File: config.mk
export PLATFORM = sky130hd
export DESIGN_NAME = cnn_layer_accel_weight_config_loader
export DESIGN_NICKNAME = d
export VERILOG_FILES = /design/src/rtl/cnn_layer_accel_pkg.sv /design/src/rtl/cnn_layer_accel_nested_counter.sv /design/src/rtl/cnn_layer_accel_weight_config_loader.sv
export SDC_FILE = /design/constraint.sdc
export NUM_CORES = 1
export LEC_CHECK = 0
export ABC_AREA = 1
export CORE_MARGIN = 8
export CORE_UTILIZATION = 49
export DETAILED_ROUTE_END_ITERATION = 10
export PLACE_DENSITY = 0.89
export SLEW_MARGIN = 20
export SYNTH_ARGS = -nofsm -noshare
export SYNTH_HDL_FRONTEND = slang
export SYNTH_HIERARCHICAL = 1
export SYNTH_SLANG_ARGS = --single-unit
File: constraint.sdc
create_clock -name clk_core -period 2.6 [get_ports clk_core]
set_input_delay 0.26 -clock clk_core [delete_from_list [all_inputs] [get_ports clk_core]]
set_output_delay 0.26 -clock clk_core [all_outputs]
set_load 0.1 [all_outputs]
File: src/rtl/cnn_layer_accel_pkg.sv
// Shared types and constants for the CNN layer accelerator configuration path.
// Holds the loader state encoding, the 3x3 kernel geometry and derived counter widths.
package cnn_layer_accel_pkg;

    localparam int C_NUM_CE_DEF           = 8;
    localparam int C_KRNL_WORDS_3x3       = 9;
    localparam int C_CLG2_MAX_KERNELS_DEF = 5;
    localparam int C_WORD_WIDTH_DEF       = 16;

    localparam int C_CLG2_KRNL_WORDS = $clog2(C_KRNL_WORDS_3x3);
    localparam int C_CLG2_NUM_CE     = $clog2(C_NUM_CE_DEF);
    // One extra bit so an out-of-range CE count reaches the clamp instead of aliasing.
    localparam int C_CE_SEL_W        = $clog2(C_NUM_CE_DEF + 1);

    typedef enum logic [1:0] {
        ST_IDLE   = 2'd0,
        ST_ACCEPT = 2'd1,
        ST_LOAD   = 2'd2,
        ST_DONE   = 2'd3
    } loader_state_t;

    typedef struct packed {
        loader_state_t                     state;
        logic [C_CE_SEL_W-1:0]             ce_cnt;
        logic [C_CLG2_MAX_KERNELS_DEF-1:0] krnl_cnt;
        logic [C_CLG2_KRNL_WORDS-1:0]      word_cnt;
        logic [2:0]                        wrap;
    } loader_dbg_t;

endpackage

File: src/rtl/cnn_layer_accel_nested_counter.sv
// Three-level nested counter: level 0 is innermost, each level advances when all inner levels wrap.
// o_wrap[n] is high when levels 0..n are all at their limits; o_last equals o_wrap[2].
module cnn_layer_accel_nested_counter #(
    parameter int C_W0 = 4,
    parameter int C_W1 = 5,
    parameter int C_W2 = 4
) (
    input  logic            clk,
    input  logic            rst,
    input  logic            i_clr,
    input  logic            i_inc,
    input  logic [C_W0-1:0] i_lim0,
    input  logic [C_W1-1:0] i_lim1,
    input  logic [C_W2-1:0] i_lim2,
    output logic [C_W0-1:0] o_cnt0,
    output logic [C_W1-1:0] o_cnt1,
    output logic [C_W2-1:0] o_cnt2,
    output logic [2:0]      o_wrap,
    output logic            o_last
);

    logic [C_W0-1:0] r_cnt0;
    logic [C_W1-1:0] r_cnt1;
    logic [C_W2-1:0] r_cnt2;
    logic            w_at0;
    logic            w_at1;
    logic            w_at2;

    assign w_at0 = (r_cnt0 == i_lim0);
    assign w_at1 = (r_cnt1 == i_lim1);
    assign w_at2 = (r_cnt2 == i_lim2);

    assign o_wrap[0] = w_at0;
    assign o_wrap[1] = w_at0 && w_at1;
    assign o_wrap[2] = w_at0 && w_at1 && w_at2;
    assign o_last    = o_wrap[2];

    assign o_cnt0 = r_cnt0;
    assign o_cnt1 = r_cnt1;
    assign o_cnt2 = r_cnt2;

    always_ff @(posedge clk) begin
        if (rst || i_clr) begin
            r_cnt0 <= '0;
            r_cnt1 <= '0;
            r_cnt2 <= '0;
        end else if (i_inc) begin
            r_cnt0 <= w_at0 ? '0 : r_cnt0 + 1'b1;
            if (o_wrap[0]) begin
                r_cnt1 <= w_at1 ? '0 : r_cnt1 + 1'b1;
            end
            if (o_wrap[1]) begin
                r_cnt2 <= w_at2 ? '0 : r_cnt2 + 1'b1;
            end
        end
    end

endmodule

File: src/rtl/cnn_layer_accel_weight_config_loader.sv
// Streams weight words into the per-CE weight tables: CE-major, then kernel, then word order.
// Handshake: a word transfers on a clk_core edge where wht_in_valid && wht_in_ready; it appears on wren/data one cycle later.
module cnn_layer_accel_weight_config_loader
    import cnn_layer_accel_pkg::*;
#(
    parameter int C_NUM_CE           = C_NUM_CE_DEF,
    parameter int C_KRNL_WORDS       = C_KRNL_WORDS_3x3,
    parameter int C_CLG2_MAX_KERNELS = C_CLG2_MAX_KERNELS_DEF,
    parameter int C_WORD_WIDTH       = C_WORD_WIDTH_DEF
) (
    input  logic                          clk_core,
    input  logic                          rst,
    input  logic                          cfg_start,
    input  logic [C_CLG2_MAX_KERNELS-1:0] num_kernels,
    input  logic [C_CE_SEL_W-1:0]         num_ce_m1,
    input  logic                          wht_in_valid,
    input  logic [C_WORD_WIDTH-1:0]       wht_in_data,
    output logic                          wht_in_ready,
    output logic                          config_mode,
    output logic                          job_accept,
    output logic [C_NUM_CE-1:0]           wht_config_wren,
    output logic [C_WORD_WIDTH-1:0]       wht_config_data,
    output logic                          cfg_busy,
    output logic                          cfg_done,
    output loader_dbg_t                   dbg
);

    localparam int C_WORD_W = $clog2(C_KRNL_WORDS);

    loader_state_t                   r_state;
    logic [C_CLG2_MAX_KERNELS-1:0]   r_num_kernels;
    logic [C_CE_SEL_W-1:0]           r_num_ce_m1;
    logic                            r_ready;
    logic                            r_config_mode;
    logic                            r_job_accept;
    logic                            r_busy;
    logic                            r_done;
    logic [C_NUM_CE-1:0]             r_wren;
    logic [C_WORD_WIDTH-1:0]         r_data;

    logic                            w_start;
    logic                            w_hs;
    logic                            w_last;
    logic [2:0]                      w_wrap;
    logic [C_WORD_W-1:0]             w_word_cnt;
    logic [C_CLG2_MAX_KERNELS-1:0]   w_krnl_cnt;
    logic [C_CE_SEL_W-1:0]           w_ce_cnt;
    logic [C_CE_SEL_W-1:0]           w_ce_clamped;
    logic [C_NUM_CE-1:0]             w_onehot;

    assign w_start = (r_state == ST_IDLE) && cfg_start;
    assign w_hs    = wht_in_valid && r_ready;

    assign w_ce_clamped = (num_ce_m1 >= C_CE_SEL_W'(C_NUM_CE)) ? C_CE_SEL_W'(C_NUM_CE - 1) : num_ce_m1;
    assign w_onehot     = {{(C_NUM_CE-1){1'b0}}, 1'b1} << w_ce_cnt;

    cnn_layer_accel_nested_counter #(
        .C_W0 (C_WORD_W),
        .C_W1 (C_CLG2_MAX_KERNELS),
        .C_W2 (C_CE_SEL_W)
    ) u_cnt (
        .clk    (clk_core),
        .rst    (rst),
        .i_clr  (w_start),
        .i_inc  (w_hs),
        .i_lim0 (C_WORD_W'(C_KRNL_WORDS - 1)),
        .i_lim1 (r_num_kernels),
        .i_lim2 (r_num_ce_m1),
        .o_cnt0 (w_word_cnt),
        .o_cnt1 (w_krnl_cnt),
        .o_cnt2 (w_ce_cnt),
        .o_wrap (w_wrap),
        .o_last (w_last)
    );

    always_ff @(posedge clk_core) begin
        if (rst) begin
            r_state       <= ST_IDLE;
            r_num_kernels <= '0;
            r_num_ce_m1   <= '0;
            r_ready       <= 1'b0;
            r_config_mode <= 1'b0;
            r_job_accept  <= 1'b0;
            r_busy        <= 1'b0;
            r_done        <= 1'b0;
            r_wren        <= '0;
            r_data        <= '0;
        end else begin
            r_job_accept <= 1'b0;
            r_done       <= 1'b0;
            r_wren       <= '0;
            if (w_hs) begin
                r_wren <= w_onehot;
                r_data <= wht_in_data;
            end
            case (r_state)
                ST_IDLE: begin
                    if (cfg_start) begin
                        r_num_kernels <= num_kernels;
                        r_num_ce_m1   <= w_ce_clamped;
                        r_state       <= ST_ACCEPT;
                        r_job_accept  <= 1'b1;
                        r_config_mode <= 1'b1;
                        r_busy        <= 1'b1;
                    end
                end
                ST_ACCEPT: begin
                    r_state <= ST_LOAD;
                    r_ready <= 1'b1;
                end
                ST_LOAD: begin
                    // The final word's wren lands in DONE alongside cfg_done.
                    if (w_hs && w_last) begin
                        r_state <= ST_DONE;
                        r_ready <= 1'b0;
                        r_done  <= 1'b1;
                    end
                end
                ST_DONE: begin
                    r_state       <= ST_IDLE;
                    r_config_mode <= 1'b0;
                    r_busy        <= 1'b0;
                end
                default: begin
                    r_state <= ST_IDLE;
                end
            endcase
        end
    end

    assign wht_in_ready    = r_ready;
    assign config_mode     = r_config_mode;
    assign job_accept      = r_job_accept;
    assign wht_config_wren = r_wren;
    assign wht_config_data = r_data;
    assign cfg_busy        = r_busy;
    assign cfg_done        = r_done;

    assign dbg.state    = r_state;
    assign dbg.ce_cnt   = C_CE_SEL_W'(w_ce_cnt);
    assign dbg.krnl_cnt = C_CLG2_MAX_KERNELS_DEF'(w_krnl_cnt);
    assign dbg.word_cnt = C_CLG2_KRNL_WORDS'(w_word_cnt);
    assign dbg.wrap     = w_wrap;

endmodule

==> impl_metrics.toml <==
[pwr]
p_leak_nw = 1.41
ir_drop_mv = 0.743
p_per_area_nw_per_um2 = 896

[setup_path]
worst-path-buf-inv = 2
cp-start-kind = "register"
path_common_cell = "nand2_1"
cp-end-kind = "output port"
cp-startpoint = "u_cnt/o_cnt1[1]"
critPathMaxFanout = 7
arrival_ps = 1850
r2r_cells = 7
cp_slowest_cell = "dfxtp_1"
r2r-start = "r_state[0]"
cp.depth = 8
cpPeakStageDelay_ps = 350
required_ps = 2340
path_cells = "inv_1, nand2_1, nand2_1, nand3_1, nor2_4, nand2_1, nor2_1, buf_4"
criticalPathCategory = "reg2out"
path_delay_family = "simple AND/OR/NAND/NOR gates"

[synth]
ys_ff_latch = 52
synth_top_area_cell = "dfxtp_1"
syn_avg_cell_area_um2 = 7.44
synth_top_area_frac = 0.447
synth_area_leaders = "dfxtp_1, nor2_1, nand2_1"
syn_inst = 313
synth_warnings = 6
synth_area_um2 = 2330
synth_edf_count = 0
ys_async_sr_fraction = 0
synth_cell_types = 29
synth_ff_type = "dfxtp_1"
yosysSeqAreaShare = 0.447

[global_routing]
gr-total-overflow = 0
antenna_found_initial = 0
grt_max_degree = 32
grt_pass1_wl_um = 9340
track_usage = 0.159
grt_pass1_vias = 2047

[cells_and_area]
insertedDiodeCount = 0
syn2layout_area_growth_pct = 32.1
final_cell_area_um2 = 3080
drive_gt1_frac = 0.176
layout_common_cells = "nor2_1, nand2_1, dfxtp_1"
fillerInstances = 404
nets = 428
final_common_cell = "nor2_1"

[route]
drc = 0
wl_um = 5700
firstDrtPassIters = 4
vias = 2151
drt_iter0_markers = 105
drt-vias-per-instance = 4.82
ant_nets = 0
wl_per_cell_um = 12.8

[flow_run]
cap_violations = 0

[worst_hold_path]
hp-class = "reg2reg"
hold-path-cell-count = 2
hold_path.startpoint = "r_num_ce_m1[3]"

[clock_network]
cts_tree = "built"
cts_sinks = 52
postCtsHoldBufs = 0
clkLatencyLatePin_ps = 300
cts_root_buffer = "clkbuf_8"
clk_path_buf_depth = 2
cts_htree_levels = 2
ctsResizeCount = 0
cts_made_buffers = 5
postCtsSetupRepairBufs = 0
clkTransAtPathRegs_ps = 90

[place]
hpwl_um = 4370
gp_congestion = 0.808
post_dp_cell_area_um2 = 2990
port_buffers = 75

[floorplan]
num_rows = 25
start_util = 0.500
die_h_um = 84.9
dieArea_um2 = 7210
ios = 76
coreArea_um2 = 4660
die_width_um = 84.9

[timing]
fin_skew_ps = 6.48
timing.final.crit_share = 0.812
finalSetupViolations = 0
final_max_slew_viol_count = 0
rsz0062_at_grt = "no"
setup_tns_ps = 0
fmax_mhz = 473
period_needed_ps = 2110
finalHoldViolations = 0

[status]
status = "finished, final reports clean"
report_power, final:
part	total, W	switching (W)	internal (W)
registers	0.00100	0.0000879	0.000912
logic	0.00129	0.000982	0.000304
clock network	0.000469	0.000251	0.000218
per-stage QoR:
step                instances   util  hold slack (ps)  total power, W  setup WS (ps)
floorplan                 319      -              332         0.00204            112
global placement          438  0.641              446         0.00228            575
detailed placement        438  0.641              447         0.00230            505
CTS                       446  0.660              460         0.00277            483
global route              446  0.660              489         0.00289            333
finish                    446  0.660              462         0.00275            488
cell type report:
| cell class | instances | area, um^2 | area share |
|---|---|---|---|
| Timing Repair Buffer | 76 | 641 | 0.208 |
| Clock buffer | 8 | 90.1 | 0.0293 |
| Tap cell | 54 | 67.6 | 0.0220 |
| Inverter | 36 | 136 | 0.0443 |
| Sequential cell | 52 | 1040 | 0.338 |
| Multi-Input combinational cell | 220 | 1100 | 0.358 |
worst paths after layout:
path                endpoint  slack (ps)
max                   dbg[2]         490
min           r_num_ce_m1[3]         460
max reg2reg  u_cnt/o_cnt0[1]         600
min reg2reg   r_num_ce_m1[3]         460
flip-flops by register name (all words and copies together), names as in the netlist, 2 cells and up:
| name | cells |
|---|---|
| r_state | 2 |
| u_cnt/o_cnt1 | 5 |
| wht_config_wren | 8 |
| u_cnt/o_cnt2 | 4 |
| u_cnt/o_cnt0 | 4 |
| r_num_kernels | 5 |
| wht_config_data | 16 |
| r_num_ce_m1 | 4 |
cells by family (layout without fill, tap and decap cells):
logic type / after synthesis / count (layout) / share of synthesized area
AND/OR/NAND/NOR: 159 / 159 / 0.300
XOR/XNOR: 10 / 10 / 0.0376
adder cells (fa/ha/maj): 8 / 8 / 0.0430
buffers and inverters: 47 / 120 / 0.0903
AO/OA/AOI/OAI: 35 / 35 / 0.0790
other: 2 / 8 / 0.00323
flip-flops: 52 / 52 / 0.447
cell usage after synthesis, drive strengths merged, types with 3 or more instances:
library cell,number
nor2,73
nand2,56
dfxtp,52
inv,35
o21ai,27
nand3,14
nor3,12
buf,9
ha,8
xor2,7
a21oi,5
nand4,3
xnor2,3
tightest hold or removal path, delay by kind of cell, from the launching register on:
kind | cells | cell delay (ps)
flops | 1 | 330
simple gates | 2 | 100
routing by layer:
layer	global-route usage	vias to the layer above	wire length, um
li1	-	1120	-
met1	0.168	974	2380
met2	0.293	49	2940
met3	0.0415	8	281
met4	0.0599	0	96
met5	0	-	0
Power figures use the tool's default switching activity.
